==> config.mk <==
export PLATFORM = sky130hd
export DESIGN_NAME = synth_scaler_flat
export DESIGN_NICKNAME = d
export VERILOG_FILES = /design/src/rtl/synth_scaler_if.sv /design/src/rtl/synth_scaler.sv /design/src/flat_wrapper.sv
export SDC_FILE = /design/constraint.sdc
export NUM_CORES = 1
export LEC_CHECK = 0
export ABC_AREA = 1
export CAP_MARGIN = 5
export CELL_PAD_IN_SITES_DETAIL_PLACEMENT = 1
export CELL_PAD_IN_SITES_GLOBAL_PLACEMENT = 1
export CORE_MARGIN = 4
export CORE_UTILIZATION = 35
export CTS_BUF_LIST = sky130_fd_sc_hd__clkbuf_4
export DETAILED_ROUTE_END_ITERATION = 12
export HOLD_SLACK_MARGIN = 0.05
export PLACE_DENSITY_LB_ADDON = 0.1
export SYNTH_ARGS = -nofsm -noshare
export SYNTH_HDL_FRONTEND = slang
export SYNTH_SLANG_ARGS = --single-unit
==> constraint.sdc <==
create_clock -name clk -period 6.3 [get_ports clk]
set_clock_uncertainty 0.15 [all_clocks]
set_input_delay 1.575 -clock clk [delete_from_list [all_inputs] [get_ports clk]]
set_output_delay 1.575 -clock clk [all_outputs]
set_load 0.1 [all_outputs]
==> src/rtl/synth_scaler_if.sv <==
// synth_scaler_if: stream bundle for synth_scaler.
//   Input side : in_valid/in_ready handshake carrying in_sample, gain, mute.
//   Output side: synth_valid/synth_ready pop interface carrying scaled_synth_code,
//                plus the underrun_cnt debug counter.
//   slave  modport: the scaler (consumes input stream, produces codes).
//   master modport: the feeder/sampler side (testbench or surrounding logic).
interface synth_scaler_if #(
  parameter int unsigned SAMPLE_WIDTH = 16,
  parameter int unsigned GAIN_WIDTH   = 8,
  parameter int unsigned CODE_WIDTH   = 10
);
  logic                    in_valid;
  logic                    in_ready;
  logic [SAMPLE_WIDTH-1:0] in_sample;
  logic [GAIN_WIDTH-1:0]   gain;
  logic                    mute;
  logic                    synth_valid;
  logic                    synth_ready;
  logic [CODE_WIDTH-1:0]   scaled_synth_code;
  logic [15:0]             underrun_cnt;

  modport master (
    output in_valid, in_sample, gain, mute, synth_ready,
    input  in_ready, synth_valid, scaled_synth_code, underrun_cnt
  );

  modport slave (
    input  in_valid, in_sample, gain, mute, synth_ready,
    output in_ready, synth_valid, scaled_synth_code, underrun_cnt
  );
endinterface

==> src/rtl/synth_scaler.sv <==
// synth_scaler: scales signed synth samples by a Q1.7 gain, saturates, converts
// to offset-binary DAC codes and buffers them for the sigma-delta sampler.
// Ports:
//   clk   - system clock
//   rst_n - synchronous active-low reset
//   bus   - synth_scaler_if.slave (input stream, code output, underrun counter)
// Pipeline: stage 1 registers the product, stage 2 registers the saturated
// code, the FIFO takes it on the following edge. in_ready is credit based
// (FIFO occupancy plus in-flight pipeline entries), so nothing ever stalls.
module synth_scaler #(
  parameter int unsigned SAMPLE_WIDTH = 16,
  parameter int unsigned GAIN_WIDTH   = 8,
  parameter int unsigned CODE_WIDTH   = 10,
  parameter int unsigned DEPTH        = 4
) (
  input logic           clk,
  input logic           rst_n,
  synth_scaler_if.slave bus
);

  localparam int unsigned AW    = $clog2(DEPTH);
  localparam int unsigned PW    = SAMPLE_WIDTH + GAIN_WIDTH + 1;
  localparam int unsigned SHIFT = 7 + SAMPLE_WIDTH - CODE_WIDTH;
  localparam logic [CODE_WIDTH-1:0] MIDSCALE = {1'b1, {(CODE_WIDTH-1){1'b0}}};

  logic                  accept, push, pop;
  logic [AW+1:0]         credit;

  logic                  s1_valid_q, s1_valid_d;
  logic                  s1_mute_q, s1_mute_d;
  logic signed [PW-1:0]  s1_prod_q, s1_prod_d;
  logic signed [PW-1:0]  samp_ext, gain_ext;

  logic                  s2_valid_q, s2_valid_d;
  logic [CODE_WIDTH-1:0] s2_code_q, s2_code_d;
  logic signed [PW-1:0]  sh;
  logic                  fits;
  logic [CODE_WIDTH-1:0] sat;

  logic [CODE_WIDTH-1:0] mem_q [DEPTH];
  logic [AW-1:0]         wr_ptr_q, wr_ptr_d;
  logic [AW-1:0]         rd_ptr_q, rd_ptr_d;
  logic [AW:0]           count_q, count_d;
  logic [15:0]           underrun_q, underrun_d;

  // Credits count everything already committed to land in the FIFO.
  assign credit = {1'b0, count_q}
                + {{(AW+1){1'b0}}, s1_valid_q}
                + {{(AW+1){1'b0}}, s2_valid_q};
  assign bus.in_ready    = credit < (AW+2)'(DEPTH);
  assign accept          = bus.in_valid && bus.in_ready;
  assign bus.synth_valid = count_q != '0;
  assign pop             = bus.synth_valid && bus.synth_ready;
  assign push            = s2_valid_q;

  assign bus.scaled_synth_code = bus.synth_valid ? mem_q[rd_ptr_q] : MIDSCALE;
  assign bus.underrun_cnt      = underrun_q;

  // Stage 1: signed sample times zero-extended gain.
  always_comb begin
    samp_ext   = PW'($signed(bus.in_sample));
    gain_ext   = PW'(bus.gain);
    s1_valid_d = accept;
    s1_mute_d  = bus.mute;
    s1_prod_d  = samp_ext * gain_ext;
  end

  // Stage 2: floor shift, saturate to signed CODE_WIDTH, flip MSB.
  always_comb begin
    sh   = s1_prod_q >>> SHIFT;
    fits = (&sh[PW-1:CODE_WIDTH-1]) || !(|sh[PW-1:CODE_WIDTH-1]);
    if (fits) begin
      sat = sh[CODE_WIDTH-1:0];
    end else if (sh[PW-1]) begin
      sat = {1'b1, {(CODE_WIDTH-1){1'b0}}};
    end else begin
      sat = {1'b0, {(CODE_WIDTH-1){1'b1}}};
    end
    s2_valid_d = s1_valid_q;
    s2_code_d  = s1_mute_q ? MIDSCALE : {~sat[CODE_WIDTH-1], sat[CODE_WIDTH-2:0]};
  end

  // FIFO bookkeeping and underrun counter.
  always_comb begin
    wr_ptr_d = push ? wr_ptr_q + AW'(1) : wr_ptr_q;
    rd_ptr_d = pop  ? rd_ptr_q + AW'(1) : rd_ptr_q;
    count_d  = count_q;
    case ({push, pop})
      2'b10:   count_d = count_q + (AW+1)'(1);
      2'b01:   count_d = count_q - (AW+1)'(1);
      default: count_d = count_q;
    endcase
    underrun_d = underrun_q;
    if (bus.synth_ready && !bus.synth_valid && underrun_q != '1) begin
      underrun_d = underrun_q + 16'd1;
    end
  end

  always_ff @(posedge clk) begin
    if (!rst_n) begin
      s1_valid_q <= 1'b0;
      s1_mute_q  <= 1'b0;
      s1_prod_q  <= '0;
      s2_valid_q <= 1'b0;
      s2_code_q  <= MIDSCALE;
      wr_ptr_q   <= '0;
      rd_ptr_q   <= '0;
      count_q    <= '0;
      underrun_q <= '0;
    end else begin
      s1_valid_q <= s1_valid_d;
      s1_mute_q  <= s1_mute_d;
      s1_prod_q  <= s1_prod_d;
      s2_valid_q <= s2_valid_d;
      s2_code_q  <= s2_code_d;
      wr_ptr_q   <= wr_ptr_d;
      rd_ptr_q   <= rd_ptr_d;
      count_q    <= count_d;
      underrun_q <= underrun_d;
    end
  end

  // Storage needs no reset: the output is forced to midscale while empty.
  always_ff @(posedge clk) begin
    if (push) begin
      mem_q[wr_ptr_q] <= s2_code_q;
    end
  end

endmodule

==> src/flat_wrapper.sv <==
// flat-port wrapper written by rule: the top's interface ports become plain ports
module synth_scaler_flat 
#(
  parameter int unsigned SAMPLE_WIDTH = 16,
  parameter int unsigned GAIN_WIDTH   = 8,
  parameter int unsigned CODE_WIDTH   = 10,
  parameter int unsigned DEPTH        = 4
)
  (clk, rst_n, bus_in_valid, bus_in_sample, bus_gain, bus_mute, bus_synth_ready, bus_in_ready, bus_synth_valid, bus_scaled_synth_code, bus_underrun_cnt);
  synth_scaler_if #(.SAMPLE_WIDTH(SAMPLE_WIDTH), .GAIN_WIDTH(GAIN_WIDTH), .CODE_WIDTH(CODE_WIDTH)) bus_i ();
  input logic clk;
  input logic rst_n;
  input wire logic [$bits(bus_i.in_valid)-1:0] bus_in_valid;
  input wire logic [$bits(bus_i.in_sample)-1:0] bus_in_sample;
  input wire logic [$bits(bus_i.gain)-1:0] bus_gain;
  input wire logic [$bits(bus_i.mute)-1:0] bus_mute;
  input wire logic [$bits(bus_i.synth_ready)-1:0] bus_synth_ready;
  output wire logic [$bits(bus_i.in_ready)-1:0] bus_in_ready;
  output wire logic [$bits(bus_i.synth_valid)-1:0] bus_synth_valid;
  output wire logic [$bits(bus_i.scaled_synth_code)-1:0] bus_scaled_synth_code;
  output wire logic [$bits(bus_i.underrun_cnt)-1:0] bus_underrun_cnt;
  assign bus_i.in_valid = bus_in_valid;
  assign bus_i.in_sample = bus_in_sample;
  assign bus_i.gain = bus_gain;
  assign bus_i.mute = bus_mute;
  assign bus_i.synth_ready = bus_synth_ready;
  assign bus_in_ready = bus_i.in_ready;
  assign bus_synth_valid = bus_i.synth_valid;
  assign bus_scaled_synth_code = bus_i.scaled_synth_code;
  assign bus_underrun_cnt = bus_i.underrun_cnt;
  synth_scaler #(.SAMPLE_WIDTH(SAMPLE_WIDTH), .GAIN_WIDTH(GAIN_WIDTH), .CODE_WIDTH(CODE_WIDTH), .DEPTH(DEPTH)) u_core (.clk(clk), .rst_n(rst_n), .bus(bus_i));
endmodule
==> out/metrics.yaml <==
sta:
  slew_violations: 0
  timing.final.ws_setup_ps: 508
  period_minus_slack_ps: 5790
  final-hold-violation-count: 0
  post-route-period-util_pct: 91.9
  holdWs_ps: 285
  setup_viol_count_final: 0
  tightest_slew_ps: 1010
  rsz0062_at_grt: "no"
  max-slew-margin-rel_pct: 32.2
  fmax_mhz: 173
detailed_routing:
  vias: 6571
  drc: 0
  drt_iter0_markers: 165
  via_per_inst: 4.51
  wire_per_inst_um: 13.7
  dr.pass1.iters: 4
  ant_nets: 0
  totalWireLength_mm: 20.0
logic_synthesis:
  synthArstFlopShare_pct: 0
  avgSynthCellArea_um2: 7.94
  yosysSeqAreaShare_pct: 26.0
  synth-main-ff-cell: "dfxtp_1"
  synth_top_cell_by_area: "fa_1"
  synth-seq-cells: 90
  synthesis.area_um2: 8480
  synth-edff-count: 40
  syn_inst: 1068
  ys_types: 39
  synth_fp_nets: 1252
  yosysWarnings: 0
  synth_area_leaders: "fa_1 24%, edfxtp_1 14%, inv_1 12%, dfxtp_1 12%, nand2_1 9.9%"
  synth_top_area_share_pct: 24.1
cts:
  numCtsBuffers: 9
  holdBufCountCts: 0
  cts_resized: 0
  cts_tree: "built"
  clk_latency_ps: 450
  clk_pin_slew_ps: 170
  cts-htree-levels: 3
  clock-sinks: 90
  cts_buffer_depth: 2
  cts_root_buf: "clkbuf_4"
  post_cts_buffers: 0
power_and_ir_drop:
  seqPwrFrac_pct: 20.6
  combPwrFrac_pct: 70.6
  p_per_area_nw_per_um2: 385
  clkPwrFrac_pct: 8.8
  netSwitchingPower_mw: 2.01
  p_leak_nw: 5.02
  internal_power_mw: 1.74
  switching_share_pct: 53.6
  ir_drop_v: 0.000232
finish:
  drive_above_1_share_pct: 6.95
  area_growth_pct: 14.8
  stdcell_area_um2: 9740
  n_fill_cell: 2954
  final_common_cell: "inv_1"
  final_cell_mix: "271 x inv_1, 224 x nand2_1, 102 x fa_1"
  final_nets: 1315
critical_path:
  r2r_setup_slack_ps: 3690
  crit_fanout: 10
  regToRegStartpoint: "u_core.count_q[0]"
  cp-end-kind: "flop"
  rr_worst_depth: 11
  critPathLaunchType: "primary input"
  cp_data_arrival_time_ps: 6050
  r2r_end: "u_core.count_q[2]"
  crit_type: "in2reg"
  worstPathRequired_ps: 6560
floorplan:
  initial_core_util_pct: 35.8
  design.die.area_um2: 26800
  die_y_um: 164
  rows: 56
  die_x_um: 164
  io-pin-count: 57
  core-area_um2: 23700
global_route:
  grt_max_degree: 31
  grt_pass1_vias: 7155
  grt_usage_pct: 15.7
  antenna_found_initial: 1
  grt-ovfl-total: 0
  grt_pass1_wl_mm: 34.6
hold_path:
  hold_class: "reg2reg"
  worstHoldStart: "u_core.s1_prod_q[16]"
  whs_path_depth: 2
  whs_endpoint: "u_core.s2_code_q[3]"
placement:
  portBuffers: 56
  detailedPlace.worstSlack_ps: -46.0
  gp_congestion: 0.773
  dpl_cell_area_um2: 9590
  dpl.hpwl_mm: 16.7
outcome:
  status: "finished clean"
job:
  maxCapViolCount: 0
per-layer routing:
metal	global-route usage (%)	vias to the layer above	wire, um
li1	-	3314	-
met1	20.7	3203	9570
met2	28.9	45	9980
met3	0.984	9	301
met4	2.63	0	153
met5	0	-	0
flip-flops by register name (all words and copies together), names as in the netlist, named ones only:
name / cells
u_core.bus.underrun_cnt: 16
u_core.count_q: 3
u_core.mem_q: 40
u_core.push: 1
u_core.rd_ptr_q: 2
u_core.s1_mute_q: 1
u_core.s1_prod_q: 12
u_core.s1_valid_q: 1
u_core.s2_code_q: 10
u_core.wr_ptr_q: 2
power by group through the flow:
stage | combinational (mW) | sequential [mW] | clock, mW
floorplan | 1.91 | 0.811 | 0
global placement | 2.64 | 0.786 | 0
detailed placement | 2.68 | 0.790 | 0
CTS | 2.70 | 0.776 | 0.339
global route | 3.06 | 0.785 | 0.359
finish | 2.65 | 0.774 | 0.329
Yosys cell counts (all sizes together), types with 2 or more instances:
cell,n
clkinv,3
nor3,11
fa,102
o21bai,4
clkbuf,33
nand4,6
buf,8
nor2,92
nand3,28
xor2,4
a21oi,64
nand2,233
a21o,3
xnor2,7
nor4,3
ha,53
dfxtp,50
edfxtp,40
inv,272
o21ai,44
o21a,2
nor3b,3
worst max-delay path by stage:
stage | from | to | slack (ps)
final | bus_gain[2] | u_core.s1_prod_q[22] | 510
after global routing | bus_in_sample[15] | u_core.s1_prod_q[24] | 180
after CTS | bus_gain[0] | u_core.s1_prod_q[24] | 470
after detailed placement | bus_gain[0] | u_core.s1_prod_q[24] | -50
after global placement | bus_gain[0] | u_core.s1_prod_q[24] | 30
after floorplan | flop | bus_scaled_synth_code[9] | 400
cell families after synthesis:
logic type      count (synthesis)  synth area share, %
buf+inv                       316                 14.4
simple gates                  376                 19.1
flops                          90                 26.0
xor+xnor                       11                 1.14
fa+ha+maj                     155                 31.9
compound gates                120                 7.51
cell type report:
class | count | area [um2] | area share, %
tap | 319 | 399 | 4.10
multi-input combinational | 662 | 5060 | 51.9
timing repair buffer | 93 | 901 | 9.25
sequential | 90 | 2200 | 22.6
inverter | 275 | 1030 | 10.6
antenna | 1 | 2.50 | 0.0257
clock buffer | 9 | 67.6 | 0.694
clock inverter | 7 | 78.8 | 0.809
per-stage QoR:
stage | cells | power (mW) | setup TNS [ps] | util, %
6_report | 1456 | 3.75 | 0 | 41.1
5_1_grt | 1456 | 4.20 | 0 | 41.1
4_1_cts | 1455 | 3.81 | 0 | 41.1
3_5_place_dp | 1439 | 3.47 | -46.0 | 40.5
3_3_place_gp | 1439 | 3.43 | 0 | 40.5
2_1_floorplan | 1068 | 2.72 | 0 | -
worst max-delay path: stages:
cell and delay (ps):
clkdlybuf4s50_1 460, buf_4 170, buf_4 190, nand2_1 100, fa_1 550, inv_1 50
fa_1 480, fa_1 490, inv_1 50, fa_1 530, inv_1 40, ha_1 320
a21oi_1 260, o21ai_0 150, nand2_1 80, nand3_1 160, nand2_1 110, nand2_1 70
nand2_1 60, nand2_1 50, nor2_1 80
No activity file was read; power rests on OpenSTA's default activity.
